$ cat config.mk
export PLATFORM = sky130hd
export DESIGN_NAME = sdram_arbiter
export DESIGN_NICKNAME = d
export VERILOG_FILES = /design/src/rtl/sdram_arbiter.sv
export SDC_FILE = /design/constraint.sdc
export NUM_CORES = 1
export LEC_CHECK = 0
export ABC_CLOCK_PERIOD_IN_PS = 2000
export BUFFER_PORTS_ARGS = -buffer_cell sky130_fd_sc_hd__buf_2
export CAP_MARGIN = 20
export CORE_UTILIZATION = 49
export DETAILED_ROUTE_END_ITERATION = 12
export PLACE_DENSITY = 0.8
export REMOVE_ABC_BUFFERS = 1
export SLEW_MARGIN = 15
export SYNTH_ARGS = -nofsm -noshare
export SYNTH_HDL_FRONTEND = slang
export SYNTH_SLANG_ARGS = --single-unit
$ cat constraint.sdc
create_clock -name clk -period 2 [get_ports clk]
set_input_delay 0.2 -clock clk [delete_from_list [all_inputs] [get_ports clk]]
set_output_delay 0.2 -clock clk [all_outputs]
set_load 0.02 [all_outputs]
$ cat src/rtl/sdram_arbiter.sv
`timescale 1ns/1ps
`default_nettype none
// ============================================================================
// Module   : sdram_arbiter
// Purpose  : Fixed-priority arbiter (refresh > video > CPU) in front of a
//            single-command SDRAM controller, with periodic refresh timer.
// Revision : 1.0 - initial release
// ============================================================================
module sdram_arbiter #(
    parameter logic [15:0] REFRESH_PERIOD = 16'd1000,
    parameter int          AW             = 24
) (
    input  logic          clk,
    input  logic          reset_n,
    input  logic          p0_req,
    input  logic [AW-1:0] p0_addr,
    output logic          p0_ack,
    output logic [15:0]   p0_rdata,
    input  logic          p1_req,
    input  logic          p1_we,
    input  logic [AW-1:0] p1_addr,
    input  logic [15:0]   p1_wdata,
    output logic          p1_ack,
    output logic [15:0]   p1_rdata,
    output logic [AW-1:0] ctl_addr,
    output logic [15:0]   ctl_din,
    output logic          ctl_read_rq,
    output logic          ctl_write_rq,
    output logic          ctl_rfsh_rq,
    input  logic [15:0]   ctl_dout,
    input  logic          ctl_busy
);

    typedef enum logic [1:0] {
        S_IDLE      = 2'd0,
        S_ISSUE     = 2'd1,
        S_WAIT_DONE = 2'd2
    } state_t;

    localparam logic [1:0] c_JOB_RFSH = 2'd0;
    localparam logic [1:0] c_JOB_P0   = 2'd1;
    localparam logic [1:0] c_JOB_P1   = 2'd2;

    state_t        r_state;
    logic [1:0]    r_job;
    logic          r_we;
    logic [15:0]   r_timer;
    logic [1:0]    r_rfsh_cnt;
    logic [AW-1:0] r_addr;
    logic [15:0]   r_din;
    logic [15:0]   r_p0_rdata;
    logic [15:0]   r_p1_rdata;
    logic          r_read_rq;
    logic          r_write_rq;
    logic          r_rfsh_rq;
    logic          r_p0_ack;
    logic          r_p1_ack;

    logic          w_tick;
    logic          w_rfsh_pend;
    logic          w_p0_pend;
    logic          w_p1_pend;
    logic          w_grant;
    logic          w_rfsh_done;

    // A port's request is still high during its own ack cycle; mask it so
    // the finished access is not granted a second time.
    assign w_p0_pend   = p0_req && !r_p0_ack;
    assign w_p1_pend   = p1_req && !r_p1_ack;
    assign w_rfsh_pend = (r_rfsh_cnt != 2'd0);
    assign w_tick      = (r_timer == 16'd0);
    assign w_grant     = (r_state == S_IDLE) && !ctl_busy &&
                         (w_rfsh_pend || w_p0_pend || w_p1_pend);
    assign w_rfsh_done = (r_state == S_WAIT_DONE) && !ctl_busy &&
                         (r_job == c_JOB_RFSH);

    always_ff @(posedge clk or negedge reset_n) begin
        if (!reset_n) begin
            r_timer <= REFRESH_PERIOD - 16'd1;
        end else if (w_tick) begin
            r_timer <= REFRESH_PERIOD - 16'd1;
        end else begin
            r_timer <= r_timer - 16'd1;
        end
    end

    // Pending refreshes are retired on completion; a tick landing in the
    // same cycle cancels the decrement.
    always_ff @(posedge clk or negedge reset_n) begin
        if (!reset_n) begin
            r_rfsh_cnt <= 2'd0;
        end else if (w_tick && !w_rfsh_done) begin
            if (r_rfsh_cnt != 2'd3) begin
                r_rfsh_cnt <= r_rfsh_cnt + 2'd1;
            end
        end else if (!w_tick && w_rfsh_done) begin
            r_rfsh_cnt <= r_rfsh_cnt - 2'd1;
        end
    end

    always_ff @(posedge clk or negedge reset_n) begin
        if (!reset_n) begin
            r_state    <= S_IDLE;
            r_job      <= c_JOB_RFSH;
            r_we       <= 1'b0;
            r_addr     <= '0;
            r_din      <= 16'd0;
            r_p0_rdata <= 16'd0;
            r_p1_rdata <= 16'd0;
            r_read_rq  <= 1'b0;
            r_write_rq <= 1'b0;
            r_rfsh_rq  <= 1'b0;
            r_p0_ack   <= 1'b0;
            r_p1_ack   <= 1'b0;
        end else begin
            r_p0_ack <= 1'b0;
            r_p1_ack <= 1'b0;
            case (r_state)
                S_IDLE: begin
                    if (w_grant) begin
                        r_state <= S_ISSUE;
                        if (w_rfsh_pend) begin
                            r_job     <= c_JOB_RFSH;
                            r_we      <= 1'b0;
                            r_rfsh_rq <= 1'b1;
                        end else if (w_p0_pend) begin
                            r_job     <= c_JOB_P0;
                            r_we      <= 1'b0;
                            r_addr    <= p0_addr;
                            r_read_rq <= 1'b1;
                        end else begin
                            r_job      <= c_JOB_P1;
                            r_we       <= p1_we;
                            r_addr     <= p1_addr;
                            r_din      <= p1_wdata;
                            r_write_rq <= p1_we;
                            r_read_rq  <= !p1_we;
                        end
                    end
                end
                S_ISSUE: begin
                    if (ctl_busy) begin
                        r_read_rq  <= 1'b0;
                        r_write_rq <= 1'b0;
                        r_rfsh_rq  <= 1'b0;
                        r_state    <= S_WAIT_DONE;
                    end
                end
                S_WAIT_DONE: begin
                    if (!ctl_busy) begin
                        r_state <= S_IDLE;
                        if (r_job == c_JOB_P0) begin
                            r_p0_ack   <= 1'b1;
                            r_p0_rdata <= ctl_dout;
                        end else if (r_job == c_JOB_P1) begin
                            r_p1_ack <= 1'b1;
                            if (!r_we) begin
                                r_p1_rdata <= ctl_dout;
                            end
                        end
                    end
                end
                default: begin
                    r_state    <= S_IDLE;
                    r_read_rq  <= 1'b0;
                    r_write_rq <= 1'b0;
                    r_rfsh_rq  <= 1'b0;
                end
            endcase
        end
    end

    assign p0_ack       = r_p0_ack;
    assign p0_rdata     = r_p0_rdata;
    assign p1_ack       = r_p1_ack;
    assign p1_rdata     = r_p1_rdata;
    assign ctl_addr     = r_addr;
    assign ctl_din      = r_din;
    assign ctl_read_rq  = r_read_rq;
    assign ctl_write_rq = r_write_rq;
    assign ctl_rfsh_rq  = r_rfsh_rq;

endmodule
`default_nettype wire
Word level (Yosys, flattened, before mapping). Cells that the tools add are included. Widths: inputs -> output; s select.

Equal/unequal tests: 12. Muxes and demuxes: 32. Bitwise logic cells: 6. Reductions and logical operators: 31. Add/sub/neg operators: 3.

Operators with widths (number): $mux 24 (1); $mux 1 (18); $logic_not 16->1 (1); $mux 16 (1); $mux 2 (8); $sub 16x1->16 const B (1); $ne 2x2->1 const B (7); $reduce_and 4->1 (3); $reduce_and 5->1 (2); $pmux 1 s3 (3); $reduce_and 3->1 (3); $logic_and 1x1->1 (8); $logic_not 1->1 (6); $not 1->1 (6); $pmux 2 s3 (1); $eq 2x1->1 const B (2); $eq 2x2->1 const B (2); $logic_not 2->1 (2); $reduce_and 2->1 (2); $reduce_bool 2->1 (2); $add 2x1->2 const B (1); $logic_or 1x1->1 (2); $ne 2x1->1 const B (1); $sub 2x1->2 const B (1).

Register bits after elaboration: 100. Logic and storage cells: 98.

Depth between registers and ports, before layout. Gate-level depths: netlist of the first run.

Depth in word-level cells: 7. Mapped depth: 7. Mapped depth without buffers: 6.

Worst setup path before layout of the first run. No wires, ideal clock.

Kind: register to register. Start: register r_timer[0]. End: register r_rfsh_cnt[1]. Cell stages (with the launch flop): 8. Arrival: 1.618 ns. Data required time: 1.871 ns. Path slack: 0.253 ns. Library setup time: 0.129 ns. Path through: dfstp_2 > inv_1 > ha_1 > nor4b_1 > and4_2 > buf_4 > o31ai_1 > nand3_1.

Longest elaborated chain between the ends: 5. Elaborated cells between the ends (all ways): 8. Classes of those cells: 1 x eq/ne; 1 x mux; 6 x reduce/logical.

RTL lines: start, declared (RTL line 47) `logic [15:0] r_timer;`; start signal, assigned (RTL line 79) `r_timer <= REFRESH_PERIOD - 16'd1;`; start signal, assigned (RTL line 81) `r_timer <= REFRESH_PERIOD - 16'd1;`; start signal, assigned (RTL line 83) `r_timer <= r_timer - 16'd1;`; $logic_not 16->1 * (RTL line 71) `assign w_tick = (r_timer == 16'd0);`; $logic_not 1->1 (RTL line 96) `end else if (!w_tick && w_rfsh_done) begin`; $logic_and 1x1->1 (RTL line 96); $reduce_bool 2->1 (no line); $reduce_and 2->1 (no line); end signal, assigned (RTL line 94) `r_rfsh_cnt <= r_rfsh_cnt + 2'd1;`; end signal, assigned (RTL line 97) `r_rfsh_cnt <= r_rfsh_cnt - 2'd1;`; end, declared (RTL line 48) `logic [1:0] r_rfsh_cnt;`.

Every way passes the cells marked *; elsewhere a longest branch is shown, timed or not. A chain may end at the register's enable or synchronous reset.

Worst setup path after layout of the first run.
Start: register r_timer[0]. End: register r_rfsh_cnt[0].

Same word-level chain as after synthesis.

==> results.json, run 1 <==
{
  "ctsResizeCount": 0,
  "final.setup.worst_slack_ns": 0.226,
  "fin_skew_ns": 0.0198,
  "p_leak_nw": 2.93,
  "setup_viol": 0,
  "clock_latency_ns": 0.37,
  "dr.pass1.iters": 4,
  "rows": 33,
  "dpl_worst_slack_ns": 0.238,
  "finalMaxSlewViolations": 0,
  "min_to": "ctl_din[12]",
  "via_count": 3214,
  "end_kind": "flip-flop",
  "drc": 0,
  "status": "finished, final reports clean",
  "r2r-start": "r_timer[0]",
  "cp.arrival_ns": 2.02,
  "worstMarginPinSlew_ns": 0.731,
  "io_buffer_count": 162,
  "antenna_cells": 0,
  "synthArstFlopShare_pct": 100,
  "gr-total-overflow": 0,
  "r2r_cells": 6,
  "ctsRootBufferMaster": "clkbuf_8",
  "drive_above_1_share_pct": 41.7,
  "grt_usage_pct": 20.6,
  "die_y_um": 95.7,
  "die_w_um": 95.7,
  "syn_to_final_growth_pct": 27.8,
  "drt-total-wl_mm": 8.95,
  "gp_congestion": 0.848,
  "crit_required_ns": 2.25,
  "rrSetupSlack_ns": 0.23,
  "start_kind": "flip-flop",
  "clkTransAtPathRegs_ns": 0.10,
  "hpwl_mm": 6.71,
  "synth-edff-count": 0,
  "yosysTopAreaCellShare_pct": 53.6,
  "min_period_ns": 1.77,
  "avgRoutedWirePerCell_um": 14.2,
  "relSlewSlack_pct": 50.6,
  "synthesis.area_um2": 4300,
  "grt_pass1_vias": 3125,
  "rsz0062_at_grt": "no",
  "synth_cell_types": 45,
  "start_util_pct": 51.5,
  "clock_sinks": 100,
  "power.density_nw_per_um2": 1260,
  "totalPowerFinal_mw": 6.93,
  "num-nets-final": 610,
  "timing.critical_path.fanout_max": 10,
  "maxCapViolations": 0,
  "clock_path_buffers": 2,
  "synth-seq-cells": 100,
  "boundaryPins": 163,
  "via_per_inst": 5.09,
  "fmax_mhz": 564,
  "synth.avg_cell_area_um2": 12.2,
  "h-tree-depth": 3,
  "hold_viol": 0,
  "rr_endpoint": "r_rfsh_cnt[0]",
  "drt_iter0_drc": 137,
  "peakVddDrop_uv": 769,
  "grt_pass1_wl_mm": 14.4,
  "core_area_um2": 8340,
  "fin_crit_sh_pct": 88.7,
  "synthTopCellsByArea": "dfrtp_1 (54%), mux2_1 (9.2%), mux2i_1 (5.8%), dfstp_2 (4.9%), mux2_2 (3.4%)",
  "fp.dieArea_um2": 9150,
  "fill_cells": 676,
  "postSynthCellCount": 351,
  "yosysSeqAreaShare_pct": 58.4,
  "yosysTopAreaCell": "dfrtp_1",
  "cts_tree": "yes",
  "hp-class": "primary input to flip-flop",
  "ys_warn_count": 0,
  "ctsHoldBuffers": 1,
  "cts_buffers": 9,
  "hold_start": "p1_wdata[12]",
  "postCtsSetupBuffers": 0,
  "grt_max_degree": 101,
  "crit_type": "flip-flop to flip-flop",
  "ant_nets": 0,
  "synth_flop_cell": "dfrtp_1",
  "whs_path_depth": 2,
  "antenna_found_initial": 0
}
-- layout make-up --
cell class              count  area, µm²  area share, %
clock inverters             7       68.8           1.25
clock buffers               9        124           2.26
repair buffers            177        953           17.4
well taps                 105        131           2.39
flip-flops and latches    100       2510           45.7
multi-input cells         227       1680           30.5
inverters                   7       26.3          0.478
-- logic make-up (layout without fill, tap and decap cells) --
family | count (synthesis) | in the layout | synth area share (%)
flops | 100 | 100 | 58.4
buf+inv | 24 | 200 | 2.56
xor+xnor | 8 | 8 | 1.63
fa+ha+maj | 2 | 2 | 0.582
simple gates | 99 | 99 | 12.4
mux | 73 | 73 | 18.4
compound gates | 45 | 45 | 5.97
-- cell usage in the layout (no fill, tap or decap), drive strengths merged, types with 3 or more instances in the layout --
| cell type | netlist | final |
|---|---|---|
| mux2 | 48 | 48 |
| inv | 7 | 10 |
| clkbuf | 6 | 9 |
| nand3 | 11 | 11 |
| xor2 | 7 | 7 |
| nor2 | 11 | 11 |
| o21ai | 31 | 31 |
| nor2b | 5 | 5 |
| mux2i | 25 | 25 |
| dfrtp | 92 | 92 |
| dfstp | 8 | 8 |
| nand2 | 40 | 40 |
| nand2b | 3 | 3 |
| nand4 | 6 | 6 |
| buf | 11 | 176 |
| a21oi | 4 | 4 |
| nor3 | 7 | 7 |
| nor4 | 4 | 4 |
-- through the flow --
step | instances | util, % | hold slack, ns | setup TNS [ns] | cell area (µm²)
finish | 632 | 65.9 | 0.0406 | 0 | 5490
global route | 632 | 65.9 | 0.0217 | 0 | 5490
CTS | 632 | 65.9 | 0.0293 | 0 | 5490
detailed placement | 615 | 63.4 | 0.301 | 0 | 5290
global placement | 615 | 63.4 | 0.293 | 0 | 5290
floorplan | 334 | - | -0.0956 | -33.96 | 4220
-- flip-flops by register name, indices dropped and copies added (netlist names) --
register      flops
p1_ack            1
p0_rdata         16
ctl_read_rq       1
r_timer          16
ctl_din          16
r_rfsh_cnt        2
ctl_addr         24
p0_ack            1
r_we              1
r_state           2
r_job             2
ctl_rfsh_rq       1
p1_rdata         16
ctl_write_rq      1
-- critical path, stage by stage (launching register included) --
cell and delay (ns):
dfstp_2 0.39, inv_1 0.09, ha_1 0.15, nor4b_1 0.33, and4_2 0.43, mux2i_1 0.22
nor3_1 0.06
-- layer usage --
metal / wire, µm / track usage, % / vias up
li1: - / - / 1572
met4: 97 / 6.59 / 0
met1: 3770 / 25.8 / 1538
met3: 516 / 5.18 / 10
met5: 0 / 0 / -
met2: 4560 / 35.1 / 94
-- worst max-delay path by stage --
stage                     slack [ns]       start  cells after the start             to
after floorplan                -0.90      p0_ack                      3     ctl_din[0]
after global routing            0.05  r_timer[0]                      6  r_rfsh_cnt[0]
final                           0.23  r_timer[0]                      6  r_rfsh_cnt[0]
after CTS                       0.21  r_timer[0]                      6  r_rfsh_cnt[0]
after detailed placement        0.24  r_timer[0]                      6  r_rfsh_cnt[0]
after global placement          0.30  r_timer[0]                      6  r_rfsh_cnt[1]
-- power breakdown --
group	leakage (nW)	switching (mW)	internal [mW]
combinational	1.56	1.57	0.988
sequential	1.27	0.422	2.71
clock	0.0911	0.751	0.482
-- synth_stat cells (all sizes together), types with 2 or more instances --
cell type   n
nand4       6
xor2        7
nor3        7
o21ai      31
clkbuf      6
inv         7
a21o        2
nor2b       5
nor4        4
ha          2
nor2       11
nand2b      3
dfstp       8
a21oi       4
nand3b      2
nand3      11
buf        11
nor4b       2
o31ai       2
mux2       48
mux2i      25
and2        2
or3         2
dfrtp      92
nand2      40
Note: power is estimated with default switching activity, not from simulation.
==> inputs of run 2 (changes only) <==
Settings changed: ABC_CLOCK_PERIOD_IN_PS 2000 to 1600, CORE_MARGIN from default to 3, CORE_UTILIZATION 49 to 44, PLACE_DENSITY 0.8 to 0.76.
Clock period 2 ns to 1.6 ns, I/O delays scaled along.
==> results.json, run 2 (synthesis gave the netlist of run 1 again) <==
{
  "crit_type": "flip-flop to flip-flop",
  "fmax_mhz": 620,
  "num-nets-final": 652,
  "drive_above_1_share_pct": 48.3,
  "use_met2_pct": 34.0,
  "setup_viol": 8,
  "ant_nets": 0,
  "fin_skew_ns": 0.0113,
  "met1_usage_pct": 22.3,
  "hpwl_mm": 7.54,
  "cts_tree": "yes",
  "status": "finished with violations",
  "power.density_nw_per_um2": 1500,
  "hp-class": "primary input to flip-flop",
  "gr-total-overflow": 0,
  "cts_buffers": 9,
  "clock_path_buffers": 2,
  "dpl_worst_slack_ns": -0.149,
  "cp_top_family": "simple AND/OR/NAND/NOR gates",
  "start_kind": "flip-flop",
  "rr_endpoint": "p1_rdata[9]",
  "die_w_um": 105,
  "r2r_cells": 4,
  "final.setup.worst_slack_ns": -0.0134,
  "cp.arrival_ns": 1.87,
  "via_count": 3485,
  "timing.critical_path.fanout_max": 7,
  "cp_slowest_cell": "dfrtp_2",
  "p_leak_nw": 3.18,
  "rsz0062_at_grt": "yes",
  "fin_crit_sh_pct": 101,
  "layout_common_cells": "buf_2 (161), dfrtp_1 (91), nand2_1 (38)",
  "worstMarginPinSlew_ns": 0.395,
  "crit_required_ns": 1.86,
  "die_y_um": 105,
  "final_area_um2": 6050,
  "rrSetupSlack_ns": -0.01,
  "clock_latency_ns": 0.37,
  "dp_cells": 661,
  "drt-total-wl_mm": 10.7,
  "slowest_delay_ns": 0.47,
  "min_to": "ctl_din[11]",
  "grt_max_degree": 52,
  "totalPowerFinal_mw": 9.07,
  "largest_reg_flops": 24,
  "min_period_ns": 1.61,
  "antenna_found_initial": 1,
  "utilization_pct": 64.6,
  "r2r-start": "r_state[0]",
  "rows": 35,
  "antenna_cells": 0,
  "grt_usage_pct": 19.2,
  "dr.pass1.iters": 4,
  "top_usage_layer": "met2",
  "hold_viol": 0,
  "layout_commonest_cell": "buf_2",
  "path_buf_inv": 1,
  "maxCapViolations": 0,
  "start_util_pct": 45.9,
  "boundaryPins": 163,
  "h-tree-depth": 3,
  "grt_pass1_vias": 3683,
  "drt_iter0_drc": 169,
  "hold_start": "p1_wdata[11]",
  "grt_use_met3_pct": 4.76,
  "syn_to_final_growth_pct": 40.8,
  "peakVddDrop_uv": 966,
  "io_buffer_count": 162,
  "core_area_um2": 9370,
  "stdcell_count": 698,
  "end_kind": "flip-flop",
  "place_area_um2": 5500,
  "violations": "setup timing",
  "fp.dieArea_um2": 11000,
  "grt_pass1_wl_mm": 17.3,
  "ctsRootBufferMaster": "clkbuf_8",
  "crit_chain": "nor4_4, nor2b_4, buf_6, mux2_4",
  "relSlewSlack_pct": 73.7,
  "clock_sinks": 100,
  "tns_ns": -0.0579,
  "via_per_inst": 4.99,
  "gp_congestion": 0.763,
  "drc": 0,
  "finalMaxSlewViolations": 0,
  "avgRoutedWirePerCell_um": 15.4,
  "whs_path_depth": 2,
  "holdWs_ns": 0.0116,
  "fill_cells": 723,
  "clkTransAtPathRegs_ns": 0.10
}
## run 2: how the worst max path moves through the flow
stage / to / from / cells after the start / slack (ns)
finish: p1_rdata[9] / r_state[0] / 4 / -0.01
global placement: r_rfsh_cnt[1] / r_timer[0] / 7 / -0.12
floorplan: ctl_din[0] / p0_ack / 3 / -1.30
CTS: r_timer[15] / r_timer[13] / 4 / -0.0004
detailed placement: r_rfsh_cnt[1] / r_timer[0] / 7 / -0.15
global route: r_timer[15] / r_timer[13] / 4 / -0.08
## run 2: routing by layer
metal  part of all wire (%)  routed length, µm  up-vias
met5                   0.12                 13        -
met4                    1.7                187        2
met3                    6.0                640       18
met2                     51               5470      120
met1                     41               4420     1689
li1                       -                  -     1656
## run 2: where the power goes
group	total [mW]	internal, mW	switching (mW)
Clock	1.52	0.589	0.929
Sequential	3.91	3.40	0.513
Combinational	3.64	1.54	2.10
Total	9.07	5.53	3.54
## run 2: final cells by class
cell class	instances	area (µm²)	area share [%]
flip-flops and latches	100	2510	41.5
multi-input cells	227	1810	30.0
repair buffers	219	1350	22.4
well taps	129	161	2.67
clock buffers	9	124	2.05
clock inverters	7	61.3	1.01
inverters	7	26.3	0.434
## run 2: what timing repair did
action                                  CTS  global route
hold endpoints to repair                 36             0
buffers inserted                          3             4
hold buffers                             11             0
endpoints found under the setup margin   26            48
pin swaps                                 6             4
gates resized for setup                   9            35
cloned                                    0             4
